<file path="src/rtl/proj001_pkg.sv">
// Shared definitions for the proj001 operand/op capture interface:
// operation codes, default field widths and the issuer state encoding.
package proj001_pkg;

  localparam int DEF_D_W  = 4;
  localparam int DEF_OP_W = 2;

  localparam logic [1:0] OP_ADD = 2'b00;
  localparam logic [1:0] OP_SUB = 2'b01;
  localparam logic [1:0] OP_AND = 2'b10;
  localparam logic [1:0] OP_OR  = 2'b11;

  typedef enum logic [2:0] {
    IDLE   = 3'd0,
    BEAT_A = 3'd1,
    BEAT_B = 3'd2,
    WAIT   = 3'd3,
    RESP   = 3'd4
  } issuer_state_e;

endpackage

</file>
<file path="src/rtl/proj001_wait_timer.sv">
// Clear/enable wait counter for the issuer; tc_o flags the last cycle a
// responder valid can still be accepted before the issuer times out.
module proj001_wait_timer #(
  parameter int MAX_WAIT = 16
) (
  input  logic clock,
  input  logic rst,
  input  logic clr_i,
  input  logic en_i,
  output logic tc_o
);

  localparam int CW = (MAX_WAIT > 2) ? $clog2(MAX_WAIT) : 1;
  // The cycle holding count MAX_WAIT-2 is the one whose increment reaches MAX_WAIT-1.
  localparam logic [CW-1:0] TC_VAL = CW'(MAX_WAIT - 2);

  logic [CW-1:0] count_q, count_d;

  // NOTE: every variable written here gets a default first, so no latch is inferred.
  always_comb begin
    count_d = count_q;
    if (clr_i) begin
      count_d = '0;
    end else if (en_i && !tc_o) begin
      count_d = count_q + CW'(1);
    end
  end

  // NOTE: sequential state uses non-blocking assignments only, so every flop
  // samples the pre-edge values regardless of block ordering.
  always_ff @(posedge clock) begin
    if (rst) begin
      count_q <= '0;
    end else begin
      count_q <= count_d;
    end
  end

  assign tc_o = (count_q == TC_VAL);

endmodule

</file>
<file path="src/rtl/proj001_issuer.sv">
// Initiator for the proj001 capture interface: serialises one request as two
// capture beats, awaits the responder and returns result or timeout.
// Optional macro PROJ001_ISSUER_STATS_EN adds saturating completion counters.
module proj001_issuer
  import proj001_pkg::*;
#(
  parameter int MAX_WAIT = 16,
  parameter int OP_W     = DEF_OP_W,
  parameter int D_W      = DEF_D_W
) (
  input  logic            clock,
  input  logic            rst,
  input  logic            req_valid,
  output logic            req_ready,
  input  logic [OP_W-1:0] req_op,
  input  logic [D_W-1:0]  req_a,
  input  logic [D_W-1:0]  req_b,
  output logic            capture,
  output logic [OP_W-1:0] op,
  output logic [D_W-1:0]  d_in,
  input  logic            valid,
  input  logic [D_W:0]    result,
  output logic            rsp_valid,
  output logic [D_W:0]    rsp_result,
  output logic            rsp_timeout
`ifdef PROJ001_ISSUER_STATS_EN
  ,
  output logic [15:0]     stat_done,
  output logic [15:0]     stat_timeout
`endif
);

  issuer_state_e   state_q, state_d;
  logic [OP_W-1:0] op_q, op_d;
  logic [D_W-1:0]  d_in_q, d_in_d;
  logic [D_W-1:0]  b_q, b_d;
  logic            capture_q, capture_d;
  logic            rsp_valid_q, rsp_valid_d;
  logic [D_W:0]    rsp_result_q, rsp_result_d;
  logic            rsp_timeout_q, rsp_timeout_d;
  logic            tmr_clr, tmr_en, tmr_tc;

  proj001_wait_timer #(
    .MAX_WAIT(MAX_WAIT)
  ) u_wait_timer (
    .clock(clock),
    .rst  (rst),
    .clr_i(tmr_clr),
    .en_i (tmr_en),
    .tc_o (tmr_tc)
  );

  always_comb begin
    state_d       = state_q;
    op_d          = op_q;
    d_in_d        = d_in_q;
    b_d           = b_q;
    capture_d     = 1'b0;
    rsp_valid_d   = 1'b0;
    rsp_result_d  = rsp_result_q;
    rsp_timeout_d = rsp_timeout_q;
    tmr_clr       = 1'b0;
    tmr_en        = 1'b0;

    case (state_q)
      IDLE: begin
        if (req_valid) begin
          state_d   = BEAT_A;
          op_d      = req_op;
          d_in_d    = req_a;
          b_d       = req_b;
          capture_d = 1'b1;
        end
      end
      BEAT_A: begin
        state_d   = BEAT_B;
        d_in_d    = b_q;
        capture_d = 1'b1;
      end
      BEAT_B: begin
        state_d = WAIT;
        tmr_clr = 1'b1;
      end
      WAIT: begin
        tmr_en = 1'b1;
        // A valid on the terminal-count cycle still wins over the timeout.
        if (valid) begin
          state_d       = RESP;
          rsp_valid_d   = 1'b1;
          rsp_result_d  = result;
          rsp_timeout_d = 1'b0;
        end else if (tmr_tc) begin
          state_d       = RESP;
          rsp_valid_d   = 1'b1;
          rsp_result_d  = '0;
          rsp_timeout_d = 1'b1;
        end
      end
      RESP: begin
        state_d = IDLE;
      end
      default: begin
        state_d = IDLE;
      end
    endcase
  end

  always_ff @(posedge clock) begin
    if (rst) begin
      state_q       <= IDLE;
      op_q          <= '0;
      d_in_q        <= '0;
      b_q           <= '0;
      capture_q     <= 1'b0;
      rsp_valid_q   <= 1'b0;
      rsp_result_q  <= '0;
      rsp_timeout_q <= 1'b0;
    end else begin
      state_q       <= state_d;
      op_q          <= op_d;
      d_in_q        <= d_in_d;
      b_q           <= b_d;
      capture_q     <= capture_d;
      rsp_valid_q   <= rsp_valid_d;
      rsp_result_q  <= rsp_result_d;
      rsp_timeout_q <= rsp_timeout_d;
    end
  end

  assign req_ready   = (state_q == IDLE);
  assign capture     = capture_q;
  assign op          = op_q;
  assign d_in        = d_in_q;
  assign rsp_valid   = rsp_valid_q;
  assign rsp_result  = rsp_result_q;
  assign rsp_timeout = rsp_timeout_q;

`ifdef PROJ001_ISSUER_STATS_EN
  logic [15:0] stat_done_q, stat_timeout_q;

  always_ff @(posedge clock) begin
    if (rst) begin
      stat_done_q    <= '0;
      stat_timeout_q <= '0;
    end else begin
      if (rsp_valid_q && (stat_done_q != 16'hFFFF)) begin
        stat_done_q <= stat_done_q + 16'd1;
      end
      if (rsp_valid_q && rsp_timeout_q && (stat_timeout_q != 16'hFFFF)) begin
        stat_timeout_q <= stat_timeout_q + 16'd1;
      end
    end
  end

  assign stat_done    = stat_done_q;
  assign stat_timeout = stat_timeout_q;
`endif

endmodule
</file>
<file path="config.mk">
export PLATFORM = sky130hd
export DESIGN_NAME = proj001_issuer
export DESIGN_NICKNAME = d
export VERILOG_FILES = /design/src/rtl/proj001_pkg.sv /design/src/rtl/proj001_wait_timer.sv /design/src/rtl/proj001_issuer.sv
export SDC_FILE = /design/constraint.sdc
export NUM_CORES = 1
export LEC_CHECK = 0
export BUFFER_PORTS_ARGS = -buffer_cell sky130_fd_sc_hd__buf_2
export CORE_MARGIN = 8
export CORE_UTILIZATION = 44
export DETAILED_ROUTE_END_ITERATION = 16
export PLACE_DENSITY = 0.84
export SETUP_SLACK_MARGIN = 0.4
export SLEW_MARGIN = 20
export SYNTH_ARGS = -nofsm -noshare
export SYNTH_HDL_FRONTEND = slang
export SYNTH_SLANG_ARGS = --single-unit
</file>
<file path="constraint.sdc">
create_clock -name clock -period 1.25 [get_ports clock]
set_input_delay 0.25 -clock clock [delete_from_list [all_inputs] [get_ports clock]]
set_output_delay 0.25 -clock clock [all_outputs]
set_load 0.02 [all_outputs]
</file>
==> summary.txt <==
Logic synthesis
  • Mapped Avg Cell Area: 8.80 sq um
  • Sequential element share of the synthesized area: 0.474
  • Mux share of post-synthesis cell area: 0
  • Area contributors post-synth: dfxtp_1 (47%), a21oi_1 (8.5%), nand2_1 (6.4%)
  • Async set or reset register ratio after synthesis: 0
  • Cell area after synthesis: 1060 sq um
  • Syn Inst Count: 120
  • Commonest cells post-synth: dfxtp_1 (25), a21oi_1 (18), nand2_1 (18)
  • Synth unique cells: 29
  • Synth area leader: dfxtp_1
  • Synth Area in Adders: 0.0237
  • Post-synthesis compound-gate area fraction: 0.205
  • Post-synth EDFFs: 0
  • Count leader, synth: dfxtp_1
  • Top FF cell, synth: dfxtp_1
  • Largest family of logic cells by synthesized area: simple AND/OR/NAND/NOR gates
  • #FFs+latches synth: 25
  • Post-Synth XOR/XNOR Area: 0
  • Simple-gate portion of the synthesized area: 0.244
  • Mapped Nets: 141
  • Post-synth top area share: 0.474
  • Synth warnings: 0

Setup path
  • Critical-path cell list: buf_6 > or4b_4 > buf_8 > nand3_2 > a21oi_2
  • Critical Path RT: 1.46 ns
  • Crit Path Class: reg -> reg
  • Critical Path End Type: flop
  • Critical path's top delay family: simple AND/OR/NAND/NOR gates
  • Crit Path Max Fanout: 5
  • Slowest cell on crit path: or4b_4
  • Crit path launch type: flop
  • CP arrival: about 1.6 ns
  • CP bufs+invs: 2
  • CP max stage delay: 0.52 ns

Drt
  • Vias per cell: 5.83
  • Detailed Routing Iterations Pass 1: 4
  • Iter 0 DRT Violations: 53
  • DR vias: 1195
  • Post-route ant nets: 0
  • Drc violations: 0
  • Avg WL per Cell: 19.6 um
  • WL final: between 4000 and 5000 um

STA
  • Final-report hold violation count: 0
  • Finish-stage setup viols: 21
  • Setup TNS: -2.00 ns
  • Tightest Pin Transition: 0.604 ns
  • Slew Viols, Final: 0
  • RSZ-0062 raised after global routing: true
  • Upper clock frequency limit: 712 MHz
  • Post-route setup slack: -0.155 ns
  • Min Clock Period, post-route: 1.41 ns
  • Rel. slew slack: 0.597
  • Tcrit/Tclk final: 1.12
  • Final clock skew: approximately 0.007 ns

Power and ir drop
  • Clock share of power: 0.214
  • Pint: between 1 and 1.5 mW
  • Final Total Pwr: approximately 1.8 mW
  • Sw power: 588 uW
  • Sw Share: 0.320
  • Peak VDD IR: 0.734 mV
  • Pwr Density: 969 nW/um^2
  • Comb power frac: 0.307
  • P_leak: 0.774 nW
  • Seq pwr share: 0.480

GRT
  • Total GRT Usage: 0.177
  • Vias in the first global route: between 1000 and 1500
  • Antenna violations before repair: 0
  • First-pass GRT wire length: 5830 um
  • Largest net degree at the start of global routing: 23
  • GRT overflow: 0

Clocking
  • CTS Buf Count: 3
  • Clock buffer depth: 2
  • H-tree levels: 1
  • Clock transition at path regs: 0.15 ns
  • Worst-Skew Late Latency: between 0.3 and 0.4 ns
  • Clk sink count: 25
  • Post-CTS Hold Buffers: 0
  • Clk root buf: clkbuf_4
  • CTS tree: yes

Floorplan
  • Initial Util: 0.473
  • DIE AREA: around 4200 sq um
  • Die width: between 60 and 70 um
  • IO Pins: 34
  • Core area: 2230 sq um
  • FP Rows: 17
  • Die height: 65.0 um

Layout
  • Layout net count: ~200
  • Multi-input gate area: 768 sq um
  • Final core occ: 0.848
  • # fillers: 121
  • Synthesis-to-finish area growth: 79.4%
  • Sequential Area: 523 sq um
  • Fraction of layout instances using a drive strength above 1: 0.785
  • # diodes: 0

Placed design
  • Port Buffer Count: 33
  • Global placement routability congestion: 0.758
  • Hpwl dp: 2100 um
  • Pre-CTS setup slack: -0.0593 ns

Run status
  • Failing checks: negative setup slack
  • Status: finished with violations

Min path
  • Type of the worst min-delay path: in -> reg

Flow run
  • Max cap viols: 0
cell families after synthesis:
group,after synthesis
adders and majority gates,2
AOI/OAI and AO/OA,36
and+or+nand+nor,47
buffers and inverters,10
DFF,25
registers in the layout, indices dropped and copies added (netlist names):
name and flops:
b_q 4, capture 1, d_in 4, op 2, rsp_result 5, rsp_timeout 1, rsp_valid 1, state_q 3
u_wait_timer.count_q 4
cell type report:
class,count,share of cell area
Multi-Input combinational cell,85,0.406
Timing Repair Buffer,61,0.280
Sequential cell,25,0.276
Tap cell,28,0.0185
Clock buffer,3,0.0119
Clock inverter,1,0.00396
Inverter,2,0.00396
power by group through the flow:
stage | clock [mW] | combinational (mW) | sequential (mW)
floorplan | 0 | 0.179 | 0.914
global placement | 0 | 0.315 | 0.877
detailed placement | 0 | 0.327 | 0.879
CTS | 0.378 | 0.475 | 0.872
global route | 0.420 | 0.594 | 0.883
finish | 0.392 | 0.563 | 0.881
final timing paths:
path	to	slack (ns)	startpoint	depth (start not counted)
worst min-delay path	rsp_result[2]	0.13	result[2]	3
worst max-delay path	d_in[0]	-0.16	state_q[1]	5
worst max register to register	d_in[0]	-0.16	state_q[1]	5
worst min register to register	rsp_result[3]	0.48	rsp_result[3]	2
routing by layer:
metal  global-route usage  share of wire  vias to the layer above  wire (um)
met1                0.174           0.38                      586       1520
met5                    0              0                        -          0
met3               0.0550          0.065                       12        261
met2                0.322           0.53                       52       2120
met4               0.0981          0.031                        0        125
li1                     -              -                      545          -
what timing repair did:
item | CTS | global route
setup buffers | 14 | 0
setup endpoints to repair | 40 | 40
gates resized for setup | 77 | 34
gates cloned | 1 | 0
pin swaps | 14 | 18
worst reg2reg max path: cells and delay by family, from the launching register on:
family | cells | cell delay, ns
and+or+nand+nor | 2 | 0.59
DFF | 1 | 0.36
buffers and inverters | 2 | 0.28
AOI/OAI and AO/OA | 1 | 0.06
placed cells by master (no fill, tap or decap), types with 2 or more instances in the layout:
cell | netlist | routed
buf_6 | 2 | 22
dfxtp_2 | 0 | 18
buf_2 | 3 | 18
a21oi_2 | 0 | 17
buf_4 | 0 | 17
nand2_1 | 18 | 8
dfxtp_1 | 25 | 7
nor2_1 | 7 | 6
nand2_4 | 0 | 6
o21ai_2 | 0 | 5
a22oi_1 | 4 | 4
nand2_2 | 0 | 4
or3_4 | 0 | 3
nor3_2 | 0 | 3
nand3_2 | 0 | 3
clkbuf_4 | 0 | 3
buf_8 | 0 | 3
nor4_1 | 2 | 2
metrics by stage:
stage | std cells | hold slack, ns | area, sq um
CTS | 205 | 0.136 | 1760
floorplan | 120 | 0.386 | 1150
detailed placement | 186 | 0.447 | 1390
global route | 205 | 0.129 | 1890
finish | 205 | 0.125 | 1890
global placement | 186 | 0.439 | 1390
No activity file was read; power rests on OpenSTA's default activity.
